File: src/rtl/led_pattern_gen.sv
// led_pattern_gen: multi-channel LED driver (off / on / blink / breathe)
// sharing one prescaler tick, reconfigured through a valid/ready port.
module led_pattern_gen #(
  parameter int CHANNELS       = 4,
  parameter int PRESCALE_WIDTH = 16,
  parameter int PRESCALE_DIV   = 50000,
  parameter int RATE_WIDTH     = 8,
  parameter int PWM_WIDTH      = 8,
  parameter int DEFAULT_MODE   = 2,
  parameter int DEFAULT_RATE   = 255
) (
  input  logic                  clk,
  input  logic                  resetn,
  input  logic                  cfg_valid,
  output logic                  cfg_ready,
  input  logic [3:0]            cfg_ch,
  input  logic [1:0]            cfg_mode,
  input  logic [RATE_WIDTH-1:0] cfg_rate,
  output logic                  cfg_err,
  output logic [CHANNELS-1:0]   led
);

  typedef enum logic [1:0] {
    MODE_OFF,
    MODE_ON,
    MODE_BLINK,
    MODE_BREATHE
  } mode_e;

  localparam logic [PRESCALE_WIDTH-1:0] PRE_LAST =
    PRESCALE_WIDTH'(PRESCALE_DIV - 1);
  localparam logic [PWM_WIDTH-1:0] PWM_MAX = '1;
  localparam logic [PWM_WIDTH-1:0] PWM_ONE = PWM_WIDTH'(1);

  logic rst_meta;
  logic rst_n;

  // Reset asserts at once, releases two edges after resetn rises.
  always_ff @(posedge clk or negedge resetn) begin
    if (!resetn) begin
      rst_meta <= 1'b0;
      rst_n    <= 1'b0;
    end else begin
      rst_meta <= 1'b1;
      rst_n    <= rst_meta;
    end
  end

  assign cfg_ready = rst_n;

  logic [PRESCALE_WIDTH-1:0] pre_cnt;
  logic [PWM_WIDTH-1:0]      pwm_cnt;
  logic                      tick;

  assign tick = (pre_cnt == PRE_LAST);

  always_ff @(posedge clk or negedge rst_n) begin
    if (!rst_n) begin
      pre_cnt <= '0;
      pwm_cnt <= '0;
    end else begin
      pre_cnt <= tick ? '0 : pre_cnt + 1'b1;
      pwm_cnt <= pwm_cnt + 1'b1;
    end
  end

  logic accept;
  logic ch_ok;

  assign accept = cfg_valid & cfg_ready;
  assign ch_ok  = {1'b0, cfg_ch} < 5'(CHANNELS);

  always_ff @(posedge clk or negedge rst_n) begin
    if (!rst_n) cfg_err <= 1'b0;
    else        cfg_err <= accept & ~ch_ok;
  end

  for (genvar i = 0; i < CHANNELS; i++) begin : g_ch
    mode_e                 mode;
    logic [RATE_WIDTH-1:0] rate;
    logic [RATE_WIDTH-1:0] rate_cnt;
    logic [PWM_WIDTH-1:0]  duty;
    logic                  blink;
    logic                  down;
    logic                  out;
    logic                  hit;
    logic                  run;
    logic                  step;

    assign hit    = accept & ch_ok & (cfg_ch == 4'(i));
    assign run    = (mode == MODE_BLINK) | (mode == MODE_BREATHE);
    assign step   = tick & (rate_cnt == rate);
    assign led[i] = out;

    always_ff @(posedge clk or negedge rst_n) begin
      if (!rst_n) begin
        mode     <= mode_e'(2'(DEFAULT_MODE));
        rate     <= RATE_WIDTH'(DEFAULT_RATE);
        rate_cnt <= '0;
        duty     <= '0;
        blink    <= 1'b0;
        down     <= 1'b0;
        out      <= 1'b0;
      end else begin
        unique case (mode)
          MODE_OFF:     out <= 1'b0;
          MODE_ON:      out <= 1'b1;
          MODE_BLINK:   out <= blink;
          MODE_BREATHE: out <= (pwm_cnt < duty);
        endcase
        // A write wins over a coincident tick for this channel.
        if (hit) begin
          mode     <= mode_e'(cfg_mode);
          rate     <= cfg_rate;
          rate_cnt <= '0;
          duty     <= '0;
          blink    <= 1'b0;
          down     <= 1'b0;
        end else if (tick && run) begin
          rate_cnt <= step ? '0 : rate_cnt + 1'b1;
          if (step && mode == MODE_BLINK) blink <= ~blink;
          if (step && mode == MODE_BREATHE) begin
            unique case (1'b1)
              !down && duty != PWM_MAX: duty <= duty + 1'b1;
              !down && duty == PWM_MAX: begin
                down <= 1'b1;
                duty <= PWM_MAX - 1'b1;
              end
              down && duty != '0: duty <= duty - 1'b1;
              down && duty == '0: begin
                down <= 1'b0;
                duty <= PWM_ONE;
              end
            endcase
          end
        end
      end
    end
  end

endmodule

File: config.mk
export PLATFORM = sky130hd
export DESIGN_NAME = led_pattern_gen
export DESIGN_NICKNAME = d
export VERILOG_FILES = /design/src/rtl/led_pattern_gen.sv
export SDC_FILE = /design/constraint.sdc
export NUM_CORES = 1
export LEC_CHECK = 0
export CORE_MARGIN = 4
export CORE_UTILIZATION = 65
export CTS_BUF_LIST = sky130_fd_sc_hd__clkbuf_2 sky130_fd_sc_hd__clkbuf_4 sky130_fd_sc_hd__clkbuf_8
export DETAILED_ROUTE_END_ITERATION = 8
export PLACE_DENSITY_LB_ADDON = 0.25
export SLEW_MARGIN = 10
export SYNTH_ARGS = -nofsm -noshare
export SYNTH_HDL_FRONTEND = slang
export SYNTH_SLANG_ARGS = --single-unit
File: constraint.sdc
create_clock -name clk -period 10.5 [get_ports clk]
set_input_delay 2.1 -clock clk [delete_from_list [all_inputs] [get_ports clk]]
set_output_delay 2.1 -clock clk [all_outputs]
set_load 0.005 [all_outputs]
After elaboration in Yosys (flattened, before gate mapping)

Index checks and enable logic that the tools add are counted.
Widths: inputs -> output; s select.

Input bits: 17
Logic and storage cells: 234
Output and inout port bits: 6
Register bits: 143

Equal/unequal tests: 28
Mux-type cells: 61
Add/sub/neg operators: 14
Bitwise gates (word level): 20
Reduce and logical (&&, ||, !) cells: 73
Magnitude comparators: 5

Operator list:

| operator              | count |
|---|---|
| $mux 8                | 24 |
| $pmux 8 s4            | 4 |
| $add 8x1->8 const B   | 9 |
| $eq 8x8->1            | 4 |
| $eq 8x8->1 const B    | 4 |
| $logic_not 8->1       | 4 |
| $lt 8x8->1            | 4 |
| $ne 8x8->1 const B    | 4 |
| $reduce_bool 8->1     | 4 |
| $sub 8x1->8 const B   | 4 |
| $logic_and 1x1->1     | 28 |
| $mux 1                | 24 |
| $reduce_bool 2->1     | 12 |
| $add 16x1->16 const B | 1 |
| $eq 16x16->1 const B  | 1 |
| $eq 2x2->1 const B    | 8 |
| $mux 16               | 1 |
| $pmux 1 s4            | 4 |
| $reduce_and 2->1      | 8 |
| $reduce_and 3->1      | 4 |
| $reduce_bool 3->1     | 4 |
| $and 1x1->1           | 11 |
| $eq 2x1->1 const B    | 4 |
| $eq 4x2->1 const B    | 2 |
| other kinds (8)       | 24 |

Logic depth before layout (Yosys ltp)

Depth in word-level cells: 6
Gate-level depth with buffers: 11
Mapped depth without buffers: 11

Worst setup path before layout

Ideal clock, no wire load.

Path type: reg2out
From: register rst_n, in the netlist cfg_ready
To: output cfg_ready
Cell stages (with the launch flop): 1
Path slack: 5041 ps
Arrival time: 3359 ps
Required time: 8400 ps
Buffers on the path: 0
Cell sequence: dfrtp_1

RTL lines:

| element                | line | RTL |
|---|---|---|
| from (decl)            | 36   | `logic rst_n;` |
| from (signal assigned) | 45   | `rst_n <= rst_meta;` |
| to (decl)              | 15   | `output logic cfg_ready,` |

No word-level cell between the ends.

Final worst setup path

From: input cfg_ch[2]
To: register g_ch[1].duty[1]

Cells in the longest elaborated chain, start to end: 5
Elaborated cells on any way between the ends: 8
Classes of those cells: order compare: 1; eq/ne: 1; mux: 1; bitwise: 2; reduce/logical: 3

Ends and longest elaborated chain:

| element                            | line | RTL |
|---|---|---|
| from (decl)                        | 16   | `input logic [3:0] cfg_ch,` |
| $lt 4x3->1                         | 71   | `assign ch_ok = {1'b0, cfg_ch} < 5'(CHANNELS);` |
| $and 1x1->1                        | 90   | `assign hit = accept & ch_ok & (cfg_ch == 4'(i));` |
| $and 1x1->1 *                      | 90   |  |
| $reduce_bool 2->1 (no source line) | n/a  |  |
| $reduce_and 2->1 (no source line)  | n/a  |  |
| to (signal assigned)               | 127  | `duty <= PWM_MAX - 1'b1;` |
| to (signal assigned)               | 129  | `down && duty != '0: duty <= duty - 1'b1;` |
| to (decl)                          | 82   | `logic [PWM_WIDTH-1:0] duty;` |

Mark *: on every way between the ends. The rest lies on a longest branch, timed or not.
A chain may end at the register's enable or synchronous reset.

==> metrics.cfg <==
[status]
status = finished, final reports clean

[routing]
drt-initial-drc-count = 555
vias = 6869
met1_length_um = 8610
wl_met2_um = 9290
wl_met3_um = 745
top_layer_used = met4
drc = 0
ant_nets = 0
routed_wirelength_um = 18900
drt_pass1_iterations = 5
via_per_inst = 6.04
avgRoutedWirePerCell_um = 16.6

[global_routing]
grt-ovfl-total = 0
grt_pass1_wl_um = 32200
grt_use_total_pct = 26.6
antenna_found_initial = 0
grt_start_max_net_pins = 61
grt_pass1_vias = 6589

[timing]
slew_headroom_pct = 22.4
holdWs_ns = 0.330
final_max_slew_viol_count = 0
worstMarginPinSlew_ns = 1.15
rsz0062_at_grt = false
period_needed_ns = 4.12
hold_violations = 0
tns_ns = 0
fin_worst_skew_ns = 0.0114
finalCritPeriodShare_pct = 39.2
max_freq_ghz = 0.243
setup-violations-final = 0

[placed_design]
dpl.hpwl_um = 13300
gp_congestion = 0.868
post-place-cells = 1106
portBuffers = 22

[synth]
yosys_register_bits = 143
synth_area_per_cell_um2 = 9.29
synthCells = 931
synth_top_area_share_pct = 31.0
syn_area_um2 = 8650
yosys.area.top_type = dfrtp_1
synth_edf_count = 0
synth-async-reset-ratio_pct = 100
synth.distinct_cells = 61
synthFlopType = dfrtp_1
synth_area_leaders = dfrtp_1 31%, dfstp_2 11%, ha_1 8.4%, xnor2_1 6.3%, nand2_1 5.5%
ys_seq_area_share_pct = 41.9
yosys_warnings = 0
syn-num-nets = 1010

[floorplan]
die_y_um = 123
die_x_um = 123
start_util_pct = 67.4
dieArea_um2 = 15200
rows = 41
ios = 23
core-area_um2 = 12800

[worst_setup_path]
crit_chain = clkdlybuf4s50_1 -> nand4bb_1 -> nor3_2 -> a21oi_1 -> a221oi_1 -> a21oi_1
required_ns = 10.79
critPathMaxFanout = 16
cp_common_cell = a21oi_1
crit_type = in2reg
path_buf_inv = 1
end_kind = register
slowest_delay_ns = 0.75
slowest_stage = nor3_2
start_kind = input port
cp.arrival_ns = 4.40
critPathTopFamily = simple AND/OR/NAND/NOR gates

[cells_and_area]
stdcell_count = 1138
drive_above_1_share_pct = 11.6
mostFrequentLayoutCells = 127 x nand2_1, 106 x dfrtp_1, 70 x o21ai_0, 70 x nor2_1, 62 x xnor2_1
mostFrequentLayoutCell = nand2_1
syn2layout_area_growth_pct = 9.10
utilization_pct = 73.6
nets = 1032
antenna_cells = 0

[cts]
clock_path_buffers = 2
cts-buffers-inserted = 17
clk_latency_ns = 0.44
cts_root_buffer = clkbuf_8
post_cts_resized = 0
post_cts_buffers = 0
cts.sinks = 143
clk_pin_slew_worst_paths_ns = 0.08
hold_buffers = 0
cts_tree = yes
cts_max_level = 4

[power]
p_per_area_nw_per_um2 = 151
leakagePower_nw = 4.08
ir_worst_vdd_uv = 186
total_power_mw = 1.42

[hold_path]
hold_class = reg2async

[flow_run]
max-cap-violations = 0

[worst register-to-register path, stage by stage, from the launching register on]
cell      delay, ns
dfrtp_1        0.48
nor4_1         0.13
a21boi_0       0.92
ha_1           0.40
a21oi_1        0.21
o211ai_1       0.18
o41ai_1        0.53
xnor2_1        0.16
a211o_1        0.30
o21ai_0        0.07
[sequential cells by signal, indices dropped and copies added, names as in the netlist]
name           flops
g_ch.out           4
g_ch.duty         32
rst_meta           1
pre_cnt           16
g_ch.down          4
cfg_err            1
g_ch.mode          8
cfg_ready          1
g_ch.blink         4
g_ch.rate_cnt     32
g_ch.rate         32
pwm_cnt            8
[worst paths after layout]
kind / cells past startpoint / end / slack [ns] / from
max in group asynchronous: 2 / g_ch[1].rate[7] / 8.42 / cfg_ready
setup / recovery: 6 / g_ch[1].duty[1] / 6.38 / cfg_ch[2]
min in group clk: 0 / cfg_ready / 0.35 / rst_meta
hold / removal: 0 / pwm_cnt[7] / 0.33 / cfg_ready
hold reg to reg: 0 / pwm_cnt[7] / 0.33 / cfg_ready
setup reg to reg: 9 / g_ch[2].duty[7] / 7.06 / g_ch[2].duty[1]
[through the flow]
| step | setup WS, ns | area (um^2) |
|---|---|---|
| after floorplan | 5.04 | 8650 |
| after global placement | 6.03 | 9030 |
| after detailed placement | 5.93 | 9030 |
| after CTS | 6.39 | 9430 |
| after global routing | 6.07 | 9430 |
| final | 6.38 | 9430 |
[power breakdown]
part / leakage [nW] / internal (mW) / total, mW / switching (mW)
clock: 0.206 / 0.228 / 0.444 / 0.216
combinational: 2.12 / 0.132 / 0.257 / 0.125
sequential: 1.75 / 0.638 / 0.724 / 0.0856
[synth_stat cells (4+ instances only)]
| library cell | number |
|---|---|
| buf_4 | 5 |
| and3_1 | 21 |
| nand4_1 | 21 |
| o21a_1 | 7 |
| mux2_2 | 22 |
| nand3b_1 | 13 |
| nor2b_1 | 7 |
| o21bai_1 | 6 |
| a21oi_1 | 55 |
| nor2_1 | 71 |
| xor2_1 | 21 |
| xnor2_1 | 62 |
| nand2_1 | 127 |
| nand3_1 | 33 |
| mux2i_1 | 4 |
| inv_1 | 43 |
| or3_1 | 4 |
| nor4_1 | 15 |
| o211ai_1 | 4 |
| a211oi_1 | 13 |
| or2_2 | 4 |
| o21ai_0 | 70 |
| a21boi_0 | 5 |
| dfstp_2 | 36 |
| a31oi_1 | 8 |
| fa_1 | 4 |
| ha_1 | 58 |
| nor3_1 | 8 |
| a22o_1 | 4 |
| clkbuf_1 | 19 |
| nand2b_1 | 7 |
| dfrtp_1 | 107 |
[per-layer routing]
metal | vias to the layer above | track usage [%]
li1 | 3337 | -
met1 | 3352 | 36.5
met2 | 154 | 43.9
met3 | 26 | 5.12
met4 | 0 | 6.51
met5 | - | 0
[kinds of logic (layout without fill, tap and decap cells)]
family                     after synthesis  in the layout  synth area share [%]
adders and majority gates               62             62                  9.32
buffers and inverters                   69            104                  3.21
DFF                                    143            143                  41.9
xor gates and xnor gates                83             83                  8.41
other                                    1              1                0.0434
AOI/OAI and AO/OA                      193            193                  13.3
and+or+nand+nor                        354            354                  20.5
muxes                                   26             26                  3.33
[layout make-up]
cell class                      count  area (um^2)
Fill cell                         956         3390
Tap cell                          172          215
Clock buffer                       21          270
Clock inverter                     11          129
Inverter                           43          161
Timing Repair Buffer               29          273
Multi-Input combinational cell    719         4760
Sequential cell                   143         3630
No activity file was read; power rests on OpenSTA's default activity.
